===== config.mk =====
export PLATFORM = sky130hd
export DESIGN_NAME = sad_search_controller
export DESIGN_NICKNAME = d
export VERILOG_FILES = /design/src/rtl/sad_pkg.sv /design/src/rtl/sad_min_tracker.sv /design/src/rtl/sad_search_controller.sv
export SDC_FILE = /design/constraint.sdc
export NUM_CORES = 1
export LEC_CHECK = 0
export BUFFER_PORTS_ARGS = -buffer_cell sky130_fd_sc_hd__buf_2
export CAP_MARGIN = 5
export CORE_MARGIN = 2
export CORE_UTILIZATION = 53
export CTS_CLUSTER_DIAMETER = 30
export DETAILED_ROUTE_END_ITERATION = 10
export PLACE_DENSITY = 0.76
export SLEW_MARGIN = 20
export SYNTH_ARGS = -nofsm -noshare
export SYNTH_HDL_FRONTEND = slang
export SYNTH_HIERARCHICAL = 1
export SYNTH_SLANG_ARGS = --single-unit

===== constraint.sdc =====
create_clock -name Clk -period 7 [get_ports Clk]
set_clock_uncertainty 0.05 [all_clocks]
set_input_delay 1.05 -clock Clk [delete_from_list [all_inputs] [get_ports Clk]]
set_output_delay 1.05 -clock Clk [all_outputs]
set_load 0.01 [all_outputs]

===== src/rtl/sad_pkg.sv =====
// Shared types and constants for the SAD full-search controller.
// Optional early exit on an exact match is enabled by SAD_EARLY_EXIT_EN.
package sad_pkg;

   typedef enum logic [1:0] {
      IDLE,
      LOAD_WIN,
      SCAN,
      FINISH
   } state_t;

   localparam int          WIN_ROWS     = 4;
   localparam int          PIX_PER_WORD = 4;
   localparam logic [31:0] SAD_INIT     = 32'hFFFF_FFFF;
   localparam int          SAD_SIG_W    = 13;

endpackage


===== src/rtl/sad_min_tracker.sv =====
// Running minimum of the sampled SAD with its (x,y) position.
// Strict less-than keeps the earliest position on ties.
module sad_min_tracker
   import sad_pkg::*;
#(
   parameter int COORD_W = 16
) (
   input  logic               clk,
   input  logic               reset,
   input  logic               clear,
   input  logic               valid,
   input  logic [31:0]        sad,
   input  logic [COORD_W-1:0] x,
   input  logic [COORD_W-1:0] y,
   output logic [31:0]        best_sad,
   output logic [COORD_W-1:0] best_x,
   output logic [COORD_W-1:0] best_y
);

   logic [31:0] sad_sig;
   logic        unused_hi;

   // A 4x4 byte SAD never exceeds 4080, so only the low bits carry meaning.
   assign sad_sig   = {{(32-SAD_SIG_W){1'b0}}, sad[SAD_SIG_W-1:0]};
   assign unused_hi = ^sad[31:SAD_SIG_W];

   always_ff @(posedge clk) begin
      if (reset || clear) begin
         best_sad <= SAD_INIT;
         best_x   <= '0;
         best_y   <= '0;
      end else if (valid && (sad_sig < best_sad)) begin
         best_sad <= sad_sig;
         best_x   <= x;
         best_y   <= y;
      end
   end

endmodule


===== src/rtl/sad_search_controller.sv =====
// Full-search motion-estimation sequencer for the 4x4 SAD datapath.
// Define SAD_EARLY_EXIT_EN to stop the scan on the first exact match.
module sad_search_controller
   import sad_pkg::*;
#(
   parameter int FRAME_W = 64,
   parameter int FRAME_H = 64,
   parameter int COORD_W = 16,
   parameter int ADDR_W  = 32
) (
   input  logic               Clk,
   input  logic               Reset,
   input  logic               start,
   input  logic [ADDR_W-1:0]  frame_base,
   input  logic [ADDR_W-1:0]  window_base,
   output logic               mem_rd_en,
   output logic [ADDR_W-1:0]  mem_addr,
   input  logic [31:0]        sad_value,
   output logic               window_shift,
   output logic               frame_shift,
   output logic               busy,
   output logic               done,
   output logic [COORD_W-1:0] best_x,
   output logic [COORD_W-1:0] best_y,
   output logic [31:0]        best_sad
);

   localparam logic [COORD_W-1:0] X_LAST   = COORD_W'(FRAME_W - 4);
   localparam logic [COORD_W-1:0] Y_LAST   = COORD_W'(FRAME_H - 1);
   localparam logic [COORD_W-1:0] Y_FILL   = COORD_W'(WIN_ROWS - 1);
   localparam logic [ADDR_W-1:0]  ROW_STEP = ADDR_W'(FRAME_W);
   localparam logic [ADDR_W-1:0]  WIN_STEP = ADDR_W'(PIX_PER_WORD);
   localparam logic [1:0]         ROW_LAST = 2'(WIN_ROWS - 1);

   state_t             state;
   logic [ADDR_W-1:0]  frame_q;
   logic [ADDR_W-1:0]  win_q;
   logic [1:0]         row;
   logic               rd_en_q;
   logic               rd_frame;
   logic [COORD_W-1:0] rd_x;
   logic [COORD_W-1:0] rd_y;
   logic [COORD_W-1:0] dx;
   logic [COORD_W-1:0] dy;
   logic               sad_valid;
   logic               clear;

   // First three rows of each column only flush the previous column.
   assign sad_valid = frame_shift && (dy >= Y_FILL);
   assign clear     = (state == IDLE) && start;

`ifdef SAD_EARLY_EXIT_EN
   logic hit;
   assign hit       = sad_valid && (sad_value[SAD_SIG_W-1:0] == '0);
   assign mem_rd_en = rd_en_q && !hit;
`else
   assign mem_rd_en = rd_en_q;
`endif

   always_ff @(posedge Clk) begin
      if (Reset) begin
         state        <= IDLE;
         frame_q      <= '0;
         win_q        <= '0;
         row          <= '0;
         rd_en_q      <= 1'b0;
         rd_frame     <= 1'b0;
         rd_x         <= '0;
         rd_y         <= '0;
         dx           <= '0;
         dy           <= '0;
         mem_addr     <= '0;
         window_shift <= 1'b0;
         frame_shift  <= 1'b0;
         busy         <= 1'b0;
         done         <= 1'b0;
      end else begin
         window_shift <= mem_rd_en && !rd_frame;
         frame_shift  <= mem_rd_en && rd_frame;
         dx           <= rd_x;
         dy           <= rd_y;
         done         <= 1'b0;
         unique case (state)
            IDLE: begin
               if (start) begin
                  frame_q  <= frame_base;
                  win_q    <= window_base;
                  busy     <= 1'b1;
                  rd_en_q  <= 1'b1;
                  mem_addr <= window_base;
                  row      <= '0;
                  rd_frame <= 1'b0;
                  rd_x     <= '0;
                  rd_y     <= '0;
                  state    <= LOAD_WIN;
               end
            end
            LOAD_WIN: begin
               if (row == ROW_LAST) begin
                  rd_frame <= 1'b1;
                  mem_addr <= frame_q;
                  state    <= SCAN;
               end else begin
                  row      <= row + 2'd1;
                  mem_addr <= win_q + ADDR_W'(row + 2'd1) * WIN_STEP;
               end
            end
            SCAN: begin
`ifdef SAD_EARLY_EXIT_EN
               if (hit) begin
                  rd_en_q <= 1'b0;
                  busy    <= 1'b0;
                  done    <= 1'b1;
                  state   <= FINISH;
               end else
`endif
               if (rd_en_q) begin
                  if (rd_y == Y_LAST) begin
                     if (rd_x == X_LAST) begin
                        rd_en_q <= 1'b0;
                     end else begin
                        rd_x     <= rd_x + 1'b1;
                        rd_y     <= '0;
                        mem_addr <= frame_q + ADDR_W'(rd_x) + ADDR_W'(1);
                     end
                  end else begin
                     rd_y     <= rd_y + 1'b1;
                     mem_addr <= mem_addr + ROW_STEP;
                  end
               end else begin
                  busy  <= 1'b0;
                  done  <= 1'b1;
                  state <= FINISH;
               end
            end
            FINISH: begin
               state <= IDLE;
            end
         endcase
      end
   end

   sad_min_tracker #(
      .COORD_W (COORD_W)
   ) u_tracker (
      .clk      (Clk),
      .reset    (Reset),
      .clear    (clear),
      .valid    (sad_valid),
      .sad      (sad_value),
      .x        (dx),
      .y        (dy - Y_FILL),
      .best_sad (best_sad),
      .best_x   (best_x),
      .best_y   (best_y)
   );

endmodule


==> impl_metrics.env <==
export IMPL_yosysTopAreaCell="dfxtp_1"
export IMPL_use_met1_pct=36.9
export IMPL_setup_worst_path_end="mem_addr[30]"
export IMPL_via_count=12072
export IMPL_grt_pass1_vias=11117
export IMPL_synth_top_area_share_pct=35.7
export IMPL_worstSkewPairLatency_ns=0.53
export IMPL_post_cts_buffers=0
export IMPL_yosysSeqAreaShare_pct=35.7
export IMPL_cp_slowest_cell="a211oi_1"
export IMPL_worstSetupPathType="register to register"
export IMPL_cts_resized=0
export IMPL_via_per_inst=6.03
export IMPL_top_usage_layer="met2"
export IMPL_min_period_over_period_pct=54.4
export IMPL_ys_async_sr_fraction_pct=0
export IMPL_tns_ns=0
export IMPL_cts_sinks=216
export IMPL_drive_above_1_share_pct=17.8
export IMPL_use_met2_pct=47.1
export IMPL_cp_arrival_ns=4.19
export IMPL_grt_antenna_before_repair=1
export IMPL_slew_headroom_pct=31.9
export IMPL_cts_tree="done"
export IMPL_start_util_pct=53.7
export IMPL_wl_per_cell_um=17.9
export IMPL_io_pins=200
export IMPL_min_path_type="register to register"
export IMPL_drc=0
export IMPL_cts_max_path_buffers=3
export IMPL_startpoint="rd_x[0]"
export IMPL_netlist_instances=1551
export IMPL_routed_wl_mm=35.8
export IMPL_synth_most_common_cell="nand2_1"
export IMPL_max_freq_mhz=263
export IMPL_rr_startpoint="rd_x[0]"
export IMPL_yosys_register_bits=216
export IMPL_fp_dieH_um=155
export IMPL_cap_violations=0
export IMPL_power_mw=5.32
export IMPL_syn_nets=1695
export IMPL_netlist_area_um2=12100
export IMPL_synth_area_top_cells="dfxtp_1 (36%), nand2_1 (7.3%), a21oi_1 (6.4%), ha_1 (4.4%), xnor2_1 (3.8%)"
export IMPL_overflow=0
export IMPL_worst_setup_path_end_kind="register"
export IMPL_antenna_cells=0
export IMPL_path_depth=11
export IMPL_setup_viol=0
export IMPL_grt_setup_unrepaired="no"
export IMPL_crit_family="compound AO/OA/AOI/OAI gates"
export IMPL_slew_viol_final=0
export IMPL_dieWidth_um=155
export IMPL_cp_num_buf_inv=1
export IMPL_final_antenna_net_count=0
export IMPL_p_leak_nw=5.78
export IMPL_hold_viol=0
export IMPL_first_iter_violations=1217
export IMPL_yosys_warnings=6
export IMPL_clk_pin_slew_worst_paths_ns=0.05
export IMPL_ctsHoldBuffers=0
export IMPL_nFillCells=1958
export IMPL_p_per_area_nw_per_um2=364
export IMPL_crit_path_max_fanout=4
export IMPL_firstDrtPassIters=6
export IMPL_track_usage_pct=28.7
export IMPL_crit_required_ns=7.39
export IMPL_stdcell_area_um2=14600
export IMPL_area_growth_pct=20.5
export IMPL_path_cells="inv_1 > ha_1 > fa_1 > nor2b_1 > o211ai_1 > a2111o_1 > a211oi_1 > o31ai_1 > xor2_1 > or4_1 > a21oi_1"
export IMPL_gp_congestion=0.955
export IMPL_numPortBuffers=180
export IMPL_row_count=55
export IMPL_vdd_drop_max_v=0.000237
export IMPL_numCtsBuffers=45
export IMPL_grt_use_met3_pct=6.07
export IMPL_finalCriticalPeriod_ns=3.81
export IMPL_ys_flop_type="dfxtp_1"
export IMPL_reg2reg_slack_ns=3.19
export IMPL_root_buffer="clkbuf_16"
export IMPL_r2r_end="mem_addr[30]"
export IMPL_grt_pass1_wl_mm=56.5
export IMPL_synth_edf_count=0
export IMPL_crit_path_max_incr_delay_ns=0.59
export IMPL_place_area_um2=13000
export IMPL_htreeDepth=2
export IMPL_cp_start_kind="register"
export IMPL_coreArea_um2=22600
export IMPL_r2r_cells=11
export IMPL_worst_slew_pin_slew_ns=1.01
export IMPL_status="finished clean"
export IMPL_nets=1824
export IMPL_dp_hpwl_mm=24.4
export IMPL_syn_avg_cell_area_um2=7.82
export IMPL_dieArea_um2=24100
export IMPL_grt_max_degree=78
export IMPL_yosysUniqueCellTypes=74
export IMPL_synth_commonest_cells="nand2_1 (235), dfxtp_1 (216), a21oi_1 (154)"
-- logic make-up (layout without fill, tap and decap cells) --
| group | after synthesis | count (layout) | share of synthesized area [%] |
|---|---|---|---|
| AOI/OAI and AO/OA | 401 | 401 | 20.4 |
| xor gates and xnor gates | 98 | 98 | 7.08 |
| adders and majority gates | 45 | 45 | 4.77 |
| buffers and inverters | 156 | 321 | 5.61 |
| DFF | 216 | 216 | 35.7 |
| muxes | 14 | 14 | 1.22 |
| and+or+nand+nor | 621 | 621 | 25.3 |
-- how the worst min path moves through the flow --
stage	start	slack (ns)	end	cells after the start
3_3_place_gp	dx[5]	0.39	u_tracker/best_x[5]	2
3_5_place_dp	dx[4]	0.39	u_tracker/best_x[4]	2
6_report	dx[4]	0.40	u_tracker/best_x[4]	2
2_1_floorplan	rd_frame	0.37	window_shift	1
4_1_cts	dx[4]	0.40	u_tracker/best_x[4]	2
5_1_grt	dx[14]	0.41	u_tracker/best_x[14]	2
-- sequential cells by signal, summed over array words and instances (netlist names) --
signal and cells:
rd_y 16, frame_shift 1, u_tracker/best_sad 14, mem_rd_en 1, dx 16, u_tracker/best_y 16, mem_addr 32, done 1
row 2, busy 1, win_q 32, window_shift 1, frame_q 32, state 2, u_tracker/best_x 16, dy 16
rd_frame 1, rd_x 16
-- layout make-up --
class	instances	area (um^2)	area share [%]
Clock buffer	55	1260	8.60
Clock inverter	28	349	2.39
Inverter	40	150	1.03
Multi-Input combinational cell	1179	7130	48.8
Sequential cell	216	4320	29.6
Tap cell	285	357	2.44
Timing Repair Buffer	198	1040	7.11
-- per-stage QoR --
| step | utilization, % | hold slack (ns) | setup slack, ns | std cells |
|---|---|---|---|---|
| after detailed placement | 57.6 | 0.391 | 3.36 | 1918 |
| after global routing | 64.7 | 0.407 | 3.11 | 2001 |
| after global placement | 57.6 | 0.388 | 3.40 | 1918 |
| after floorplan | - | 0.369 | 3.94 | 1551 |
| after CTS | 64.7 | 0.400 | 3.32 | 2001 |
| final | 64.7 | 0.400 | 3.19 | 2001 |
-- worst register-to-register path: cells and delay by family (launching register included) --
family / cells / cell delay, ns
AO/OA/AOI/OAI: 5 / 1.68
XOR/XNOR: 1 / 0.19
adder cells (fa/ha/maj): 2 / 0.63
buffers and inverters: 1 / 0.15
flip-flops: 1 / 0.39
AND/OR/NAND/NOR: 2 / 0.64
-- metal layers --
metal,wire [um],up-vias
li1,-,5806
met1,15200,5588
met2,16200,569
met3,3110,107
met4,1310,2
met5,13,-
-- power breakdown --
part	total (mW)	switching [mW]	internal (mW)
Clock	2.21	0.726	1.48
Sequential	1.59	0.206	1.39
Combinational	1.52	0.981	0.537
Total	5.32	1.91	3.41
-- cell usage in the layout (no fill, tap or decap), types with 13 or more instances in the layout --
cell type / synthesis / layout
o31ai_1: 41 / 41
nand4_1: 62 / 62
inv_1: 38 / 37
nor2_1: 106 / 105
nand2b_1: 13 / 13
buf_4: 20 / 19
o21ai_0: 79 / 79
nand3_1: 34 / 34
dfxtp_1: 216 / 216
clkbuf_16: 0 / 47
a21oi_1: 154 / 154
nor4_1: 32 / 32
xor2_1: 46 / 46
buf_2: 9 / 179
ha_1: 43 / 43
nor2b_1: 38 / 38
nor3_1: 26 / 26
and3_1: 16 / 16
nand2_1: 235 / 234
xnor2_1: 52 / 52
a31oi_1: 25 / 25
Note: power is estimated with default switching activity, not from simulation.
